`config.mk`:
```
export PLATFORM = sky130hd
export DESIGN_NAME = neuron_mac
export DESIGN_NICKNAME = d
export VERILOG_FILES = /design/src/rtl/cnn_pkg.sv /design/src/rtl/neuron_mac_mult.sv /design/src/rtl/neuron_mac.sv
export SDC_FILE = /design/constraint.sdc
export NUM_CORES = 1
export LEC_CHECK = 0
export CELL_PAD_IN_SITES_DETAIL_PLACEMENT = 1
export CELL_PAD_IN_SITES_GLOBAL_PLACEMENT = 1
export CORE_MARGIN = 1
export CORE_UTILIZATION = 40
export DETAILED_ROUTE_END_ITERATION = 8
export GPL_ROUTABILITY_DRIVEN = 0
export PLACE_DENSITY = 0.84
export SETUP_SLACK_MARGIN = 0.15
export SYNTH_ARGS = -nofsm -noshare
export SYNTH_HDL_FRONTEND = slang
export SYNTH_SLANG_ARGS = --single-unit
```
`constraint.sdc`:
```
create_clock -name clk -period 12.8 [get_ports clk]
set_clock_uncertainty 0.15 [all_clocks]
set_input_delay 1.92 -clock clk [delete_from_list [all_inputs] [get_ports clk]]
set_output_delay 1.92 -clock clk [all_outputs]
set_load 0.02 [all_outputs]
```
`src/rtl/cnn_pkg.sv`:
```
// Shared types and constants for the CNN datapath blocks.
// sat_add is only referenced when NEURON_MAC_SAT_EN is defined.
package cnn_pkg;

  typedef enum logic [1:0] {
    ACCUM,
    DRAIN,
    OUTPUT
  } state_t;

  localparam int DATA_WIDTH_DEF = 16;
  localparam int ACC_WIDTH      = 2 * DATA_WIDTH_DEF;
  localparam int SAT_MAXW       = 64;

  typedef struct packed {
    logic                ovf;
    logic [SAT_MAXW-1:0] sum;
  } sat_res_t;

  // Operands arrive sign-extended; overflow is judged at bit w-1.
  function automatic sat_res_t sat_add(
    input logic [SAT_MAXW-1:0] a,
    input logic [SAT_MAXW-1:0] b,
    input int                  w
  );
    sat_res_t            r;
    logic [SAT_MAXW-1:0] mx;
    logic                sa;
    logic                sb;
    logic                ss;
    mx    = (SAT_MAXW'(1) << (w - 1)) - SAT_MAXW'(1);
    r.sum = a + b;
    sa    = a[w-1];
    sb    = b[w-1];
    ss    = r.sum[w-1];
    r.ovf = (sa == sb) && (ss != sa);
    if (r.ovf) r.sum = sa ? ~mx : mx;
    return r;
  endfunction

endpackage

```
`src/rtl/neuron_mac_mult.sv`:
```
// Registered signed DW x DW multiplier with a valid/first-beat pipe.
module neuron_mac_mult #(
  parameter int DW = 16
) (
  input  logic                   clk,
  input  logic                   rst,
  input  logic                   in_valid,
  input  logic                   in_first,
  input  logic signed [DW-1:0]   a,
  input  logic signed [DW-1:0]   b,
  output logic                   out_valid,
  output logic                   out_first,
  output logic signed [2*DW-1:0] prod
);

  always_ff @(posedge clk) begin
    if (rst) begin
      out_valid <= 1'b0;
      out_first <= 1'b0;
      prod      <= '0;
    end else begin
      out_valid <= in_valid;
      out_first <= in_valid & in_first;
      if (in_valid) prod <= (2*DW)'(a) * (2*DW)'(b);
    end
  end

endmodule

```
`src/rtl/neuron_mac.sv`:
```
// Streaming MAC front end of one neuron window: bias + sum(data*weight).
// Define NEURON_MAC_SAT_EN for saturating adds with a sticky overflow flag.
module neuron_mac
  import cnn_pkg::*;
#(
  parameter int DATA_WIDTH       = DATA_WIDTH_DEF,
  parameter int WEIGHT_INT_WIDTH = 4,
  parameter int NUM_INPUTS       = 25
) (
  input  logic                      clk,
  input  logic                      rst,
  input  logic                      in_valid,
  output logic                      in_ready,
  input  logic [DATA_WIDTH-1:0]     in_data,
  input  logic [DATA_WIDTH-1:0]     in_weight,
  input  logic [2*DATA_WIDTH-1:0]   bias,
  output logic                      out_valid,
  input  logic                      out_ready,
  output logic [2*DATA_WIDTH-1:0]   out_acc,
  output logic                      out_ovf
);

  localparam int ACC_W = 2 * DATA_WIDTH;
  localparam int CNT_W = $clog2(NUM_INPUTS);
  localparam logic [CNT_W-1:0] LAST = CNT_W'(NUM_INPUTS - 1);

  if (NUM_INPUTS < 2 || WEIGHT_INT_WIDTH < 1 ||
      WEIGHT_INT_WIDTH > DATA_WIDTH) begin : g_bad_cfg
    $error("neuron_mac: bad parameters");
  end

  state_t             state;
  state_t             state_nxt;
  logic [CNT_W-1:0]   beat_cnt;
  logic [ACC_W-1:0]   bias_q;
  logic [ACC_W-1:0]   acc_q;
  logic [ACC_W-1:0]   prod_q;
  logic [ACC_W-1:0]   add_a;
  logic [ACC_W-1:0]   add_sum;
  logic               prod_vld_q;
  logic               prod_first_q;
  logic               out_valid_q;
  logic               take;
  logic               give;

  assign in_ready  = !rst && (state == ACCUM);
  assign take      = in_valid & in_ready;
  assign give      = out_valid_q & out_ready;
  assign out_valid = out_valid_q;
  assign out_acc   = acc_q;

  neuron_mac_mult #(
    .DW (DATA_WIDTH)
  ) u_mult (
    .clk       (clk),
    .rst       (rst),
    .in_valid  (take),
    .in_first  (beat_cnt == '0),
    .a         (in_data),
    .b         (in_weight),
    .out_valid (prod_vld_q),
    .out_first (prod_first_q),
    .prod      (prod_q)
  );

  // First product of a window starts from the latched bias.
  assign add_a = prod_first_q ? bias_q : acc_q;

`ifdef NEURON_MAC_SAT_EN
  sat_res_t sat_r;
  logic     add_ovf;
  logic     ovf_q;

  always_comb begin
    sat_r   = sat_add(SAT_MAXW'($signed(add_a)),
                      SAT_MAXW'($signed(prod_q)), ACC_W);
    add_sum = sat_r.sum[ACC_W-1:0];
    add_ovf = sat_r.ovf;
  end

  always_ff @(posedge clk) begin
    if (rst) begin
      ovf_q <= 1'b0;
    end else if (give) begin
      ovf_q <= 1'b0;
    end else if (prod_vld_q) begin
      ovf_q <= ovf_q | add_ovf;
    end
  end

  assign out_ovf = ovf_q;
`else
  assign add_sum = add_a + prod_q;
  assign out_ovf = 1'b0;
`endif

  always_ff @(posedge clk) begin
    if (rst) begin
      state       <= ACCUM;
      beat_cnt    <= '0;
      bias_q      <= '0;
      acc_q       <= '0;
      out_valid_q <= 1'b0;
    end else begin
      state <= state_nxt;
      if (take) begin
        beat_cnt <= (beat_cnt == LAST) ? '0 : beat_cnt + 1'b1;
        if (beat_cnt == '0) bias_q <= bias;
      end
      if (give) begin
        acc_q <= '0;
      end else if (prod_vld_q) begin
        acc_q <= add_sum;
      end
      out_valid_q <= (state == OUTPUT) && !give;
    end
  end

  always_comb begin
    state_nxt = state;
    unique case (state)
      ACCUM: begin
        if (take && beat_cnt == LAST) state_nxt = DRAIN;
      end
      DRAIN: begin
        state_nxt = OUTPUT;
      end
      OUTPUT: begin
        if (give) state_nxt = ACCUM;
      end
      default: begin
        state_nxt = ACCUM;
      end
    endcase
  end

endmodule

```
Yosys cells after proc, flatten, opt, wreduce, memory -nomap -nowiden:

Cells that the tools add are included.

* add/subtract/negate cells: 2
* multipliers: 1
* div/mod/pow operators: 0
* magnitude comparators: 0
* eq/ne operators: 5
* shift operators: 0
* multiplexer cells: 5
* bitwise logic cells: 3
* reduce and logical (&&, ||, !) cells: 10

Operators by type and width (number)
* $add A32 B32 Y32: 1
* $mul A16 B16 Y32: 1
* $mux W32: 1
* $pmux W2 S3: 1
* $add A5 B1 Y5 const B: 1
* $eq A5 B5 Y1 const B: 1
* $logic_not A5 Y1: 1
* $mux W5: 1
* $mux W2: 2
* $reduce_and A2 Y1: 2
* $and A1 B1 Y1: 3
* $logic_and A1 B1 Y1: 3
* $eq A2 B1 Y1 const B: 1
* $eq A2 B2 Y1 const B: 1
* $logic_not A1 Y1: 2
* $logic_not A2 Y1: 1
* $ne A2 B1 Y1 const B: 1
* $ne A2 B2 Y1 const B: 1
* $reduce_or A2 Y1: 1

* register bits: 106
* latch bits: 0
* bits in writable memories: 0
* bits in read-only memories: 0
* input port bits: 68
* output and inout port bits: 35
* logic and storage cells: 34
* memories kept: 0

Longest topological paths before layout:

* depth in word-level cells: 6
* gate-level depth with buffers: 25
* gate-level depth less buffers: 24

Hierarchy:

From an unflattened synthesis, not the netlist that was laid out.

* cells, all modules: 1794
* area, all modules: 15707.6 um2

Modules (own cells, without submodules)
* neuron_mac_mult: instances 1, cells an instance 1224, area each 11081.9 um2, sequential area each 680.7 um2
* neuron_mac: instances 1, cells an instance 570, area each 4625.7 um2, sequential area each 1441.4 um2

Worst setup path before layout:

No wires, ideal clock.

* path kind: input port to flip-flop
* from: in in_weight[1]
* to: reg u_mult.prod[31]
* library setup time: 79 ps
* arrival time: 7510 ps
* required time: 12571 ps
* setup slack: 5060 ps
* stages on the path: 21
* path buffers: 1
* cell sequence: clkbuf_1 nand2_1 inv_1 fa_1 fa_1 fa_1 fa_1 fa_1 inv_1 fa_1 inv_1 ha_1 a21o_1 a21o_1 a21oi_1 o21ai_0 a21oi_4 nor2_1 a2111oi_2 xnor2_1 a211oi_2

* longest elaborated chain between the ends: 1

RTL lines
* from (decl): line neuron_mac.sv:15 `input logic [DATA_WIDTH-1:0] in_weight,`
* $mul A16 B16 Y32: line neuron_mac_mult.sv:24 `if (in_valid) prod <= (2*DW)'(a) * (2*DW)'(b);`
* to (signal assigned): line neuron_mac_mult.sv:24
* to (decl): line neuron_mac_mult.sv:13 `output logic signed [2*DW-1:0] prod`

No other way between the ends.
A chain may end at the register's enable or synchronous reset.

Worst setup path after layout:

Same ends and word-level chain as after synthesis.

==> flow_summary_export.csv <==
group,metric,value,unit
status,status,"finished clean",
sta,fin_tns_setup,0,ps
synth,ys.flop_type,"dfxtp_1",
clock_network,cts_max_level,3,
worst_setup_path,crit_fanout,16,
global_routing,grt_max_degree,71,
detailed_routing,wl_per_cell,19.3,um
sta,final-max-slew-violation-count,0,
synth,synth_edf_count,0,
detailed_routing,drc,0,
finish,num_antenna_cells,0,
worst_setup_path,crit_path_end_kind,"flop",
sta,setup_viol,0,
sta,min_period_over_period,69.2,%
floorplanning,design.core.area,0.0378,mm^2
synth,yosysSeqAreaShare,13.8,%
clock_network,root_buffer,"clkbuf_16",
global_routing,grt_first_pass_wirelength,73.5,mm
synth,synthArstFlopShare,0,%
placement,io_buffers,101,
clock_network,post_cts_resized,0,
worst_setup_path,arrival,8980,ps
worst_setup_path,worst-r2r-cell-count,12,
synth,synth_top_area_share,34.2,%
sta,grt_setup_unrepaired,"no",
floorplanning,initial_core_util,40.7,%
clock_network,cts_made_buffers,9,
detailed_routing,vias,12300,
synth,synth_cells,1766,
detailed_routing,avgViaCountPerCell,5.27,
sta,hold_viol,0,
synth,synth_nets,2212,
detailed_routing,ant_nets,0,
clock_network,clkTransAtPathRegs,80,ps
flow_run,max_cap_viol_count,0,
synth,yosys_register_bits,106,
detailed_routing,drtIter0Drc,458,
floorplanning,rows,71,
clock_network,clockBufferDepth,2,
worst_setup_path,worst_setup_path_start_kind,"primary input",
worst_setup_path,r2r_slack,8690,ps
worst_setup_path,worst-setup-path-type,"primary input to flop",
synth,synth.area.top_cells,"fa_1 34%, dfxtp_1 14%, ha_1 9.4%, inv_1 7.8%, nand2_1 6.6%",
worst_setup_path,worstReg2RegEnd,"out_acc[31]",
hold_path,whs_path_depth,2,
worst_setup_path,worstReg2RegStart,"u_mult.out_first",
global_routing,grt_pass1_vias,14100,
floorplanning,fp.dieW,198,um
floorplanning,io_pins,103,
placement,hpwl,36.6,mm
hold_path,hold_start,"bias_q[4]",
synth,yosys.area.top_type,"fa_1",
sta,worst_pin_slew,972,ps
finish,layout-drive-gt1-share,3.69,%
global_routing,gr-total-overflow,0,
synth,syn_area,0.0154,mm^2
finish,nNetsFinal,2258,
synth,ys_types,64,
floorplanning,die-area,0.0392,mm^2
sta,relSlewSlack,35.1,%
detailed_routing,wl,45.0,mm
clock_network,clock_latency,350,ps
hold_path,holdPathEnd,"bias_q[4]",
sta,period_needed,8860,ps
hold_path,hold_class,"flop to flop",
clock_network,cts_tree,"yes",
global_routing,antenna_found_initial,1,
global_routing,grt_usage,24.0,%
worst_setup_path,crit_required,12920,ps
synth,yosysWarnings,0,
detailed_routing,firstDrtPassIters,5,
clock_network,postCtsHoldBufs,0,
finish,syn2layout_area_growth,11.3,%
sta,fmax,113,MHz
floorplanning,die_height,198,um
clock_network,cts.sinks,106,
clock_network,post-cts-setup-buffer-count,0,
synth,syn_area_per_cell,8.71,um^2
==> state kept, by name, summed over array words and instances, names as in the netlist <==
register / count
u_mult.prod: 32
bias_q: 32
u_mult.out_valid: 1
u_mult.out_first: 1
state: 2
beat_cnt: 5
out_valid: 1
out_acc: 32
==> logic make-up (layout without fill, tap and decap cells) <==
kind of cell | count (synthesis) | count (layout) | share of synthesized area (%)
multiplexers | 46 | 46 | 3.24
adder cells (fa/ha/maj) | 378 | 378 | 43.6
AND/OR/NAND/NOR | 548 | 548 | 16.5
flip-flops | 106 | 106 | 13.8
XOR/XNOR | 61 | 61 | 3.47
buffers and inverters | 395 | 446 | 9.67
AO/OA/AOI/OAI | 231 | 231 | 9.66
other | 1 | 1 | 0.0244
==> Yosys cell counts, types with 3 or more instances <==
master	number
and3_1	4
nand3b_1	6
o211ai_1	4
nand4_1	6
buf_1	7
o21ai_0	27
fa_1	263
o21a_1	10
and2_1	122
nand2_1	271
or2_2	4
dfxtp_1	106
o21ai_1	4
o22ai_1	3
mux2_2	30
mux2i_1	16
xor2_1	22
a21oi_1	97
clkbuf_1	65
nand2b_1	13
nor3_1	16
inv_1	321
nor2_1	78
nor3b_1	5
a211o_1	3
a21o_1	26
o21bai_1	6
nand3_1	14
ha_1	115
a31oi_1	6
nor2b_1	3
a211oi_1	16
xnor2_1	39
==> placed cells by master, fill, tap and decap left out, types with 4 or more instances in the layout <==
cell / instances
a211oi_1: 16
a21o_1: 26
a21oi_1: 97
a31oi_1: 6
and2_1: 122
and3_1: 4
buf_4: 7
clkbuf_16: 9
clkdlybuf4s50_1: 100
dfxtp_1: 106
fa_1: 263
ha_1: 115
inv_1: 321
mux2_2: 30
mux2i_1: 16
nand2_1: 271
nand2b_1: 13
nand3_1: 14
nand3b_1: 6
nand4_1: 6
nor2_1: 78
nor3_1: 16
nor3b_1: 5
o211ai_1: 4
o21a_1: 10
o21ai_0: 27
o21ai_1: 4
o21bai_1: 6
or2_2: 4
xnor2_1: 39
xor2_1: 22
==> worst max-delay path, stage by stage <==
cell	delay, ps
clkdlybuf4s50_1	990
nand2_1	220
inv_1	200
fa_1	580
fa_1	860
fa_1	530
fa_1	530
fa_1	520
inv_1	60
fa_1	470
inv_1	40
ha_1	360
a21o_1	200
a21o_1	180
a21oi_1	130
o21ai_0	140
a21oi_4	200
nor2_1	80
a2111oi_2	370
xnor2_1	140
a211oi_2	250
==> worst max path at each step <==
stage            startpoint         endpoint  slack, ps  cells after the start
2_1_floorplan  in_weight[1]  u_mult.prod[31]       5060                     21
3_3_place_gp   in_weight[1]  u_mult.prod[31]       4020                     21
3_5_place_dp   in_weight[1]  u_mult.prod[31]       3640                     21
4_1_cts        in_weight[1]  u_mult.prod[31]       3990                     21
5_1_grt        in_weight[1]  u_mult.prod[31]       3650                     21
6_report       in_weight[1]  u_mult.prod[31]       3940                     21
==> layout make-up <==
| class | instances | area [um^2] |
|---|---|---|
| Sequential cell | 106 | 2120 |
| Fill cell | 4433 | 20600 |
| Timing Repair Buffer | 108 | 1060 |
| Tap cell | 511 | 639 |
| Multi-Input combinational cell | 1265 | 11800 |
| Inverter | 322 | 1210 |
| Clock inverter | 6 | 71.3 |
| Clock buffer | 10 | 239 |
==> metrics by stage <==
stage          hold WS (ps)  util (%)  setup slack (ps)  cells  area [um^2]
3_3_place_gp            290      44.5              4020   2312        16800
4_1_cts                 313      45.3              3990   2328        17100
3_5_place_dp            300      44.5              3640   2312        16800
5_1_grt                 334      45.3              3650   2328        17100
2_1_floorplan           269         -              5060   1766        15400
6_report                307      45.3              3940   2328        17100
==> layer usage <==
metal  up-vias  track usage (%)  wire, um
li1       5554                -         -
met1      6342             28.4     18500
met2       301             45.3     23600
met3        82             2.61      1810
met4         0             6.92      1100
met5         -                0         0
Power is not shown: default switching activity piles up to over one toggle a cycle in this logic, so the estimate is an artifact.
